<file path="config.mk">
export PLATFORM = sky130hd
export DESIGN_NAME = bus_handshakes_backward_registered
export DESIGN_NICKNAME = d
export VERILOG_FILES = /design/src/rtl/bus_handshakes_pkg.sv /design/src/rtl/bus_handshakes_backward_registered.sv
export SDC_FILE = /design/constraint.sdc
export NUM_CORES = 1
export LEC_CHECK = 0
export CAP_MARGIN = 0
export CORE_MARGIN = 8
export CORE_UTILIZATION = 44
export CTS_CLUSTER_DIAMETER = 40
export DETAILED_ROUTE_END_ITERATION = 10
export GPL_TIMING_DRIVEN = 1
export PLACE_DENSITY = 0.81
export SLEW_MARGIN = 20
export SYNTH_ARGS = -nofsm -noshare
export SYNTH_HDL_FRONTEND = slang
export SYNTH_SLANG_ARGS = --single-unit
export TNS_END_PERCENT = 5
</file>
<file path="constraint.sdc">
create_clock -name clk -period 3.41 [get_ports clk]
set_input_delay 0.5115 -clock clk [delete_from_list [all_inputs] [get_ports clk]]
set_output_delay 0.5115 -clock clk [all_outputs]
set_load 0.01 [all_outputs]
</file>
<file path="src/rtl/bus_handshakes_pkg.sv">
// Shared definitions for the valid/ready handshake slices: skid FSM state codes,
// stall-counter width and a saturating increment helper.
package bus_handshakes_pkg;

    localparam logic PASS        = 1'b0;
    localparam logic SKID        = 1'b1;
    localparam int   STALL_CNT_W = 16;

    typedef enum logic {
        ST_PASS = PASS,
        ST_SKID = SKID
    } state_e;

    function automatic logic [STALL_CNT_W-1:0] sat_inc(input logic [STALL_CNT_W-1:0] val);
        if (val == {STALL_CNT_W{1'b1}}) begin
            return val;
        end else begin
            return val + {{(STALL_CNT_W-1){1'b0}}, 1'b1};
        end
    endfunction

endpackage

</file>
<file path="src/rtl/bus_handshakes_backward_registered.sv">
// Backward-registered valid/ready slice: src_ready comes from a flop, and one beat is parked
// in a skid register while the sink stalls. Optional stall counter via BWD_REG_STALL_CNT_EN.
module bus_handshakes_backward_registered
    import bus_handshakes_pkg::*;
#(
    parameter int WIDTH = 9
) (
    input  logic                   clk,
    input  logic                   s_rst_n,
    input  logic                   src_vaild,
    input  logic [WIDTH-1:0]       src_data_in,
    output logic                   src_ready,
    output logic                   dst_vaild,
    output logic [WIDTH-1:0]       dst_data_out,
    input  logic                   dst_ready
`ifdef BWD_REG_STALL_CNT_EN
    ,
    output logic [STALL_CNT_W-1:0] stall_cnt
`endif
);

    state_e           state_q, state_d;
    logic             src_ready_q, src_ready_d;
    logic [WIDTH-1:0] skid_data_q, skid_data_d;
    logic             bypass_s;

    assign bypass_s  = src_vaild & src_ready_q;
    assign src_ready = src_ready_q;

    // Output mux: zero-latency bypass while the skid is empty, skid beat otherwise.
    always_comb begin
        dst_vaild    = 1'b0;
        dst_data_out = {WIDTH{1'b0}};
        case (state_q)
            ST_PASS: begin
                dst_vaild = bypass_s;
                if (bypass_s) begin
                    dst_data_out = src_data_in;
                end else begin
                    dst_data_out = {WIDTH{1'b0}};
                end
            end
            ST_SKID: begin
                dst_vaild    = 1'b1;
                dst_data_out = skid_data_q;
            end
            default: begin
                dst_vaild    = 1'b0;
                dst_data_out = {WIDTH{1'b0}};
            end
        endcase
    end

    // Next-state: park an accepted beat the sink refused, release it once the sink takes it.
    always_comb begin
        state_d     = state_q;
        skid_data_d = skid_data_q;
        case (state_q)
            ST_PASS: begin
                if (bypass_s && !dst_ready) begin
                    state_d     = ST_SKID;
                    skid_data_d = src_data_in;
                end else begin
                    state_d = ST_PASS;
                end
            end
            ST_SKID: begin
                if (dst_ready) begin
                    state_d = ST_PASS;
                end else begin
                    state_d = ST_SKID;
                end
            end
            default: begin
                state_d = ST_PASS;
            end
        endcase
        src_ready_d = (state_d == ST_PASS);
    end

    // State, registered ready and skid storage.
    always_ff @(posedge clk or negedge s_rst_n) begin
        if (!s_rst_n) begin
            state_q     <= ST_PASS;
            src_ready_q <= 1'b0;
            skid_data_q <= {WIDTH{1'b0}};
        end else begin
            state_q     <= state_d;
            src_ready_q <= src_ready_d;
            skid_data_q <= skid_data_d;
        end
    end

`ifdef BWD_REG_STALL_CNT_EN
    logic [STALL_CNT_W-1:0] stall_cnt_q, stall_cnt_d;

    // A stall is a cycle where a beat is offered downstream but not taken.
    always_comb begin
        if (dst_vaild && !dst_ready) begin
            stall_cnt_d = sat_inc(stall_cnt_q);
        end else begin
            stall_cnt_d = stall_cnt_q;
        end
    end

    // Saturating stall counter register.
    always_ff @(posedge clk or negedge s_rst_n) begin
        if (!s_rst_n) begin
            stall_cnt_q <= {STALL_CNT_W{1'b0}};
        end else begin
            stall_cnt_q <= stall_cnt_d;
        end
    end

    assign stall_cnt = stall_cnt_q;
`endif

endmodule

</file>
==> results of run 1 <==
==> state kept, by name (all words and copies together), names as in the netlist <==
register / flops
state_q: 1
src_ready: 1
skid_data_q: 9
==> cell families after synthesis <==
kind of cell | Yosys count | share of synthesized area
mux | 9 | 0.224
simple gates | 21 | 0.180
buf+inv | 5 | 0.0519
flops | 11 | 0.456
compound gates | 10 | 0.0871
==> layer usage <==
layer / track usage / vias to the layer above
met2: 0.166 / 19
met5: 0 / -
met4: 0.0517 / 0
li1: - / 238
met3: 0.0336 / 2
met1: 0.143 / 231
==> power breakdown <==
group	switching [mW]	internal (mW)	total [mW]	leakage, nW
registers	0.0213	0.158	0.180	0.129
clock network	0.0421	0.0452	0.0874	0.0150
logic	0.0414	0.0844	0.126	0.212
total	0.105	0.288	0.393	0.356
==> metrics by stage <==
step | area (sq um) | utilization | power (mW)
global placement | 821 | 0.639 | 0.306
detailed placement | 821 | 0.639 | 0.308
floorplan | 603 | - | 0.250
global route | 847 | 0.659 | 0.416
finish | 847 | 0.659 | 0.393
CTS | 847 | 0.659 | 0.397
==> worst reg2reg max path: stages (launching register included) <==
cell	delay (ns)
sky130_fd_sc_hd__dfrtp_1	0.57
sky130_fd_sc_hd__and4bb_1	0.74
sky130_fd_sc_hd__mux2_4	0.36
==> layout make-up <==
type                    instances  area, sq um
fillers                       119          438
multi-input cells              40          297
repair buffers                 23          230
well taps                      15         18.8
flip-flops and latches         11          275
clock buffers                   4         26.3
==> how the worst max path moves through the flow <==
stage / start / endpoint / slack [ns] / cells past startpoint
final: src_vaild / dst_data_out[1] / 0.81 / 4
after global routing: src_vaild / dst_data_out[8] / 0.69 / 4
after CTS: src_vaild / dst_data_out[2] / 0.84 / 4
after detailed placement: src_vaild / dst_data_out[1] / 0.83 / 4
after global placement: src_vaild / dst_data_out[1] / 0.84 / 4
after floorplan: src_vaild / dst_data_out[0] / 1.87 / 3
==> cells in the final DEF (no fill, tap or decap), drive strengths merged <==
cell | netlist | routed
a21o | 1 | 1
and2b | 1 | 1
and4bb | 1 | 1
clkbuf | 0 | 4
clkdlybuf4s50 | 0 | 23
dfrtp | 11 | 11
mux2 | 9 | 9
nand2 | 9 | 9
nand2b | 1 | 1
nand3 | 9 | 9
o21ai | 9 | 9
==> Implementation_results.wiki, run 1 <==
{| class="wikitable"
! Metric !! Value
|-
| Outcome || completed
|-
| Non-filler cells in the finished layout || 93
|-
| Share of the clock period used by the worst path || 0.762
|-
| Placement-stage worst setup slack || 0.829 ns
|-
| Number of vias in the routed layout || 490
|-
| TritonCTS sink count || 11
|-
| Syn_nets || 69
|-
| Most used standard cell by instance count after synthesis || sky130_fd_sc_hd__dfrtp_1
|-
| Cell chain of the critical path || clkdlybuf4s50_1 > nand3_1 > o21ai_0 > clkdlybuf4s50_1
|-
| Share of post-route cells with drive strength above 1 || 0.179
|-
| Start of the worst register-to-register path || state_q
|-
| Die height || 53.0 um
|-
| Number of antenna violations at the first check in global routing || 0
|-
| Worst-case reg-to-reg path depth || 2
|-
| Area share of the largest cell type after synthesis || 0.456
|-
| Critical path buffer and inverter count || 2
|-
| Area added between synthesis and finish || 40.5%
|-
| Max Transition Viols Final || 0
|-
| Clock latency of the later-clocked register in the worst-skew pair || 0.26 ns
|-
| Hold path cells || 1
|-
| Last weighted congestion value of the routability-driven placer || 0.643
|-
| GR Util All Layers || 0.112
|-
| Number of buffers created by CTS || 3
|-
| Delay of the slowest cell on the worst path || 0.69 ns
|-
| Met1 Wirelength || 661 um
|-
| Amount of wire on met2 after detailed routing || 614 um
|-
| Number of warnings reported in the yosys synthesis log || 0
|-
| Standard-cell row count || 13
|-
| Area contributors post-synth || sky130_fd_sc_hd__dfrtp_1 (46%), sky130_fd_sc_hd__mux2_4 (22%), sky130_fd_sc_hd__nand3_1 (7.5%)
|-
| Required time of the critical path || 2.90 ns
|-
| Portion of the post-synthesis area used by sequential elements || 0.456
|-
| Register-to-register path setup slack || 1.64 ns
|-
| I/O pin cnt || 24
|-
| Count of unresolved DRC violations after routing || 0
|-
| Cells after synthesis || 56
|-
| Post-synth cell types || 11
|-
| Final critical-path setup slack || 0.811 ns
|-
| Clock tree from TritonCTS || done
|-
| Largest net degree at the start of global routing || 21
|-
| Antenna Violating Nets Remaining || 0
|-
| Standard cell with the maximum stage delay on the critical path || sky130_fd_sc_hd__clkdlybuf4s50_1
|-
| Signal arrival time at the worst endpoint || 2.09 ns
|-
| Syn_area_per_cell || 10.8 sq um
|-
| First-pass iteration count of the detailed router || 4
|-
| Average wire per cell in the routed design || 14.9 um
|-
| Clock tree skew after final layout || 0.00235 ns
|-
| Initial cell density of the core || 0.469
|-
| Wire length after detailed routing || 1390 um
|-
| Worst hold slack || 0.514 ns
|-
| Leakage || 0.356 nW
|-
| Final critical-path required period || 2.60 ns
|-
| Flip-flop and latch count after synthesis || 11
|-
| FFs w/ async S/R, synth || 1.00
|-
| Width of the die || 53.0 um
|-
| Final Setup Violations || 0
|-
| Hold Crit Endpoint || skid_data_q[5]
|-
| DP Cell Count || 89
|-
| Std-Cell Core Area || 1280 sq um
|-
| Number of enable flip-flop cells after synthesis || 0
|-
| Power Density || 464 nW/um^2
|-
| MaxCap Viol Count || 0
|-
| # resized after CTS || 0
|-
| Total inserted antenna cells || 0
|-
| DIE AREA || 2810 sq um
|-
| Critical Path Sink Type || output pin
|-
| Starting DRT DRC Count || 10
|-
| CP delay by family, top || buffers and inverters
|-
| Wire length of the first global-routing pass || 2400 um
|-
| Highest metal layer used by the detailed router || met4
|-
| Setup repair bufs after CTS || 0
|-
| Crit start category || input pin
|-
| Worst vdd rail ir drop || 0.000276 V
|-
| Number of global-route vias before repair || 523
|-
| Worst hold path type || reg2reg
|-
| Hold-fix buffers, CTS || 0
|-
| Slew at the pin closest to its max-slew limit || 0.588 ns
|-
| Number of levels the H-tree was split into || 1
|-
| Vias/cell || 5.27
|-
| Summed instance area of the synthesized netlist || 603 sq um
|-
| Post-synthesis cell type with the largest combined area || sky130_fd_sc_hd__dfrtp_1
|-
| Final hold violations || 0
|-
| Root buf cell || sky130_fd_sc_hd__clkbuf_4
|-
| Clock slew at reported path FFs || 0.07 ns
|-
| Largest fanout of any net on the critical path || 11
|-
| Tightest slew margin relative to the limit || 0.608
|-
| Worst min-delay path startpoint || skid_data_q[5]
|-
| Overflow left after global routing || 0
|-
| Post-Route Setup TNS || 0 ns
|-
| Nets || 92
|-
| Crit Path Class || in2out
|-
| Estimated wirelength of the detail-placed design || 1010 um
|-
| Library cell appearing most often on the critical path || sky130_fd_sc_hd__clkdlybuf4s50_1
|-
| Quantity of I/O buffers inserted on ports || 23
|-
| Commonest cells in the netlist || sky130_fd_sc_hd__dfrtp_1 (11), sky130_fd_sc_hd__mux2_4 (9), sky130_fd_sc_hd__nand2_1 (9), sky130_fd_sc_hd__nand3_1 (9), sky130_fd_sc_hd__o21ai_0 (9)
|-
| Largest buffer count on any clock path || 2
|-
| Fmax || 0.385 GHz
|-
| Dominant register cell in the synthesized netlist || sky130_fd_sc_hd__dfrtp_1
|-
| Length of routed met3 wiring || 100 um
|-
| Worst R2R End || skid_data_q[4]
|-
| Unrepaired setup endpoints after global routing || false
|}
(Power assumes the default switching activity.)
==> inputs of run 2 (changes only) <==
CORE_UTILIZATION = 37   (was 44)
PLACE_DENSITY = 0.73   (was 0.81)
clock period = 2.2 ns   (was 3.41 ns; I/O delays follow)
==> run 2 against run 1 <==
Compared with the run above: cell count rose by 5.4%; highest routed layer unchanged; combinational power rose by 59%; register-to-register slack got worse by 1.1 ns; largest power group unchanged; critical path depth rose by 1; hold slack got worse by 0.12 ns; critical path type unchanged; sequential power rose by 56%; utilization fell by 8.1 points; clock skew fell by 0.0016 ns; power rose by 57%.
==> Implementation_results.wiki, run 2 (same netlist as run 1, synthesis figures left out) <==
{| class="wikitable"
! Metric !! Value
|-
| Outcome || completed (unchanged)
|-
| Initial cell density of the core || 0.396 (was 0.469)
|-
| I/O pin cnt || 24 (unchanged)
|-
| Standard cell with the maximum stage delay on the critical path || sky130_fd_sc_hd__clkdlybuf4s50_1 (unchanged)
|-
| Fmax || 0.481 GHz
|-
| Root buf cell || sky130_fd_sc_hd__clkbuf_4 (unchanged)
|-
| Worst vdd rail ir drop || 0.000407 V (was 0.000276 V)
|-
| Die height || 56.4 um (was 53.0 um)
|-
| Quantity of I/O buffers inserted on ports || 23 (unchanged)
|-
| Width of the die || 56.4 um (was 53.0 um)
|-
| Worst-case reg-to-reg path depth || 3 (was 2)
|-
| Largest register FFs || 9 (unchanged)
|-
| Vias/cell || 5.03 (was 5.27)
|-
| Required time of the critical path || 1.87 ns (was 2.90 ns)
|-
| Worst hold slack || 0.398 ns (was 0.514 ns)
|-
| Cell chain of the critical path || clkdlybuf4s50_1 > buf_4 > nand3_1 > o21ai_0 > clkdlybuf4s50_1 (was clkdlybuf4s50_1 > nand3_1 > o21ai_0 > clkdlybuf4s50_1)
|-
| Final critical-path required period || 2.08 ns
|-
| Largest buffer count on any clock path || 2 (unchanged)
|-
| Area added between synthesis and finish || 46.1% (was 40.5%)
|-
| Number of global-route vias before repair || 510 (was 523)
|-
| Library cell appearing most often on the critical path || sky130_fd_sc_hd__clkdlybuf4s50_1 (unchanged)
|-
| Crit start category || input pin (unchanged)
|-
| GR Util All Layers || 0.0955 (was 0.112)
|-
| Total internal power || 0.451 mW (was 0.288 mW)
|-
| Worst R2R End || skid_data_q[6] (was skid_data_q[4])
|-
| Share of the clock period used by the worst path || 0.945
|-
| Final Setup Violations || 0 (unchanged)
|-
| Wire length of the first global-routing pass || 2350 um (was 2400 um)
|-
| Number of filler cells placed in the layout || 149 (was 119)
|-
| Clock slew at reported path FFs || 0.07 ns (about the same)
|-
| Logic gate share of total power || 0.324 (was 0.320)
|-
| Hold-fix buffers, CTS || 0 (unchanged)
|-
| DP Cell Count || 94 (was 89)
|-
| Signal arrival time at the worst endpoint || 1.75 ns (was 2.09 ns)
|-
| Largest fanout of any net on the critical path || 6 (was 11)
|-
| Wire length after detailed routing || 1440 um (was 1390 um)
|-
| Crit Path Class || in2out (unchanged)
|-
| Total inserted antenna cells || 0 (unchanged)
|-
| Count of unresolved DRC violations after routing || 0 (unchanged)
|-
| Antenna Violating Nets Remaining || 0 (unchanged)
|-
| Last weighted congestion value of the routability-driven placer || 0.691 (was 0.643)
|-
| Register-to-register path setup slack || 0.54 ns (was 1.64 ns)
|-
| Worst hold path type || in2async (was reg2reg)
|-
| Std-Cell Core Area || 1520 sq um (was 1280 sq um)
|-
| Clock tree from TritonCTS || done (unchanged)
|-
| Tightest slew margin relative to the limit || 0.651 (was 0.608)
|-
| Net Sw Power || 0.165 mW (was 0.105 mW)
|-
| Max Transition Viols Final || 0 (unchanged)
|-
| Post-Route Setup TNS || 0 ns (unchanged)
|-
| Number of levels the H-tree was split into || 1 (unchanged)
|-
| Area of the multi-input gates || 297 sq um (unchanged)
|-
| Leakage || 0.391 nW (was 0.356 nW)
|-
| Final Core Density || 0.578 (was 0.659)
|-
| Delay of the slowest cell on the worst path || 0.56 ns (was 0.69 ns)
|-
| Number of buffers created by CTS || 3 (unchanged)
|-
| Largest net degree at the start of global routing || 21 (unchanged)
|-
| Start of the worst register-to-register path || state_q (unchanged)
|-
| Slew at the pin closest to its max-slew limit || 0.523 ns (was 0.588 ns)
|-
| Standard-cell row count || 14 (was 13)
|-
| Largest Register || skid_data_q (unchanged)
|-
| TritonCTS sink count || 11 (unchanged)
|-
| Number of vias in the routed layout || 493 (was 490)
|-
| Estimated wirelength of the detail-placed design || 1100 um (was 1010 um)
|-
| Unrepaired setup endpoints after global routing || false (unchanged)
|-
| Starting DRT DRC Count || 17 (was 10)
|-
| Power Density || 700 nW/um^2 (was 464 nW/um^2)
|-
| Design Power || 0.616 mW (was 0.393 mW)
|-
| DIE AREA || 3180 sq um (was 2810 sq um)
|-
| Overflow left after global routing || 0 (unchanged)
|-
| Share of post-route cells with drive strength above 1 || 0.220 (was 0.179)
|-
| Clock latency of the later-clocked register in the worst-skew pair || 0.27 ns (was 0.26 ns)
|-
| Commonest cells after routing, fill and taps aside || sky130_fd_sc_hd__clkdlybuf4s50_1 (22), sky130_fd_sc_hd__dfrtp_1 (11), sky130_fd_sc_hd__nand3_1 (9), sky130_fd_sc_hd__nand2_1 (9), sky130_fd_sc_hd__mux2_4 (9) (was sky130_fd_sc_hd__clkdlybuf4s50_1 (23), sky130_fd_sc_hd__dfrtp_1 (11))
|-
| Part of the power in the clock network || 0.220 (was 0.222)
|-
| Power share of the sequential group || 0.455 (was 0.457)
|-
| Non-filler cells in the finished layout || 98 (was 93)
|-
| Clock tree skew after final layout || 0.000746 ns (was 0.00235 ns)
|-
| Number of antenna violations at the first check in global routing || 0 (unchanged)
|-
| Critical Path Sink Type || output pin (unchanged)
|-
| Nets || 96 (was 92)
|-
| MaxCap Viol Count || 0 (unchanged)
|-
| Footprint of the flip-flops and latches || 275 sq um (unchanged)
|-
| First-pass iteration count of the detailed router || 4 (unchanged)
|-
| Final hold violations || 0 (unchanged)
|-
| Switching power as a share of total power || 0.268 (was 0.267)
|-
| Leading cell type in the layout, fill and taps excluded || sky130_fd_sc_hd__clkdlybuf4s50_1 (unchanged)
|-
| Average wire per cell in the routed design || 14.7 um (was 14.9 um)
|}
## run 2: critical path: cells and delay by family
family | cells | cell delay [ns]
compound gates | 1 | 0.17
buf+inv | 3 | 1.18
simple gates | 1 | 0.07
## run 2: power by group through the flow
stage | registers [mW] | clock network (mW) | logic, mW
2_1_floorplan | 0.267 | 0 | 0.121
4_1_cts | 0.281 | 0.141 | 0.204
3_3_place_gp | 0.281 | 0 | 0.200
6_report | 0.281 | 0.136 | 0.200
3_5_place_dp | 0.284 | 0 | 0.202
5_1_grt | 0.286 | 0.152 | 0.216
## run 2: timing repair
action	CTS	global route
gates resized for setup	0	2
buffers inserted	0	0
endpoints found under the setup margin	0	2
## run 2: through the flow
stage / setup WS [ns] / cell area, sq um
3_3_place_gp: 0.0839 / 852
3_5_place_dp: 0.0630 / 852
2_1_floorplan: 0.914 / 603
5_1_grt: 0.0205 / 881
4_1_cts: 0.0600 / 878
6_report: 0.120 / 881
## run 2: how the worst max path moves through the flow
stage          startpoint         endpoint  cells after the start
4_1_cts         src_vaild  dst_data_out[6]                      5
3_3_place_gp    src_vaild  dst_data_out[6]                      5
5_1_grt         src_vaild  dst_data_out[4]                      5
3_5_place_dp    src_vaild  dst_data_out[6]                      5
6_report        src_vaild  dst_data_out[4]                      5
2_1_floorplan     state_q  dst_data_out[6]                      3
## run 2: layout make-up
type | count | area share
Tap cell | 16 | 0.0227
Clock buffer | 4 | 0.0298
Sequential cell | 11 | 0.312
Timing Repair Buffer | 27 | 0.298
Multi-Input combinational cell | 40 | 0.337
## run 2: routing by layer
| layer | global-route usage | vias up | wire length, um |
|---|---|---|---|
| met5 | 0 | - | 0 |
| met4 | 0.0515 | 0 | 16 |
| met3 | 0.0539 | 2 | 80 |
| met2 | 0.146 | 12 | 731 |
| met1 | 0.102 | 232 | 612 |
| li1 | - | 247 | - |
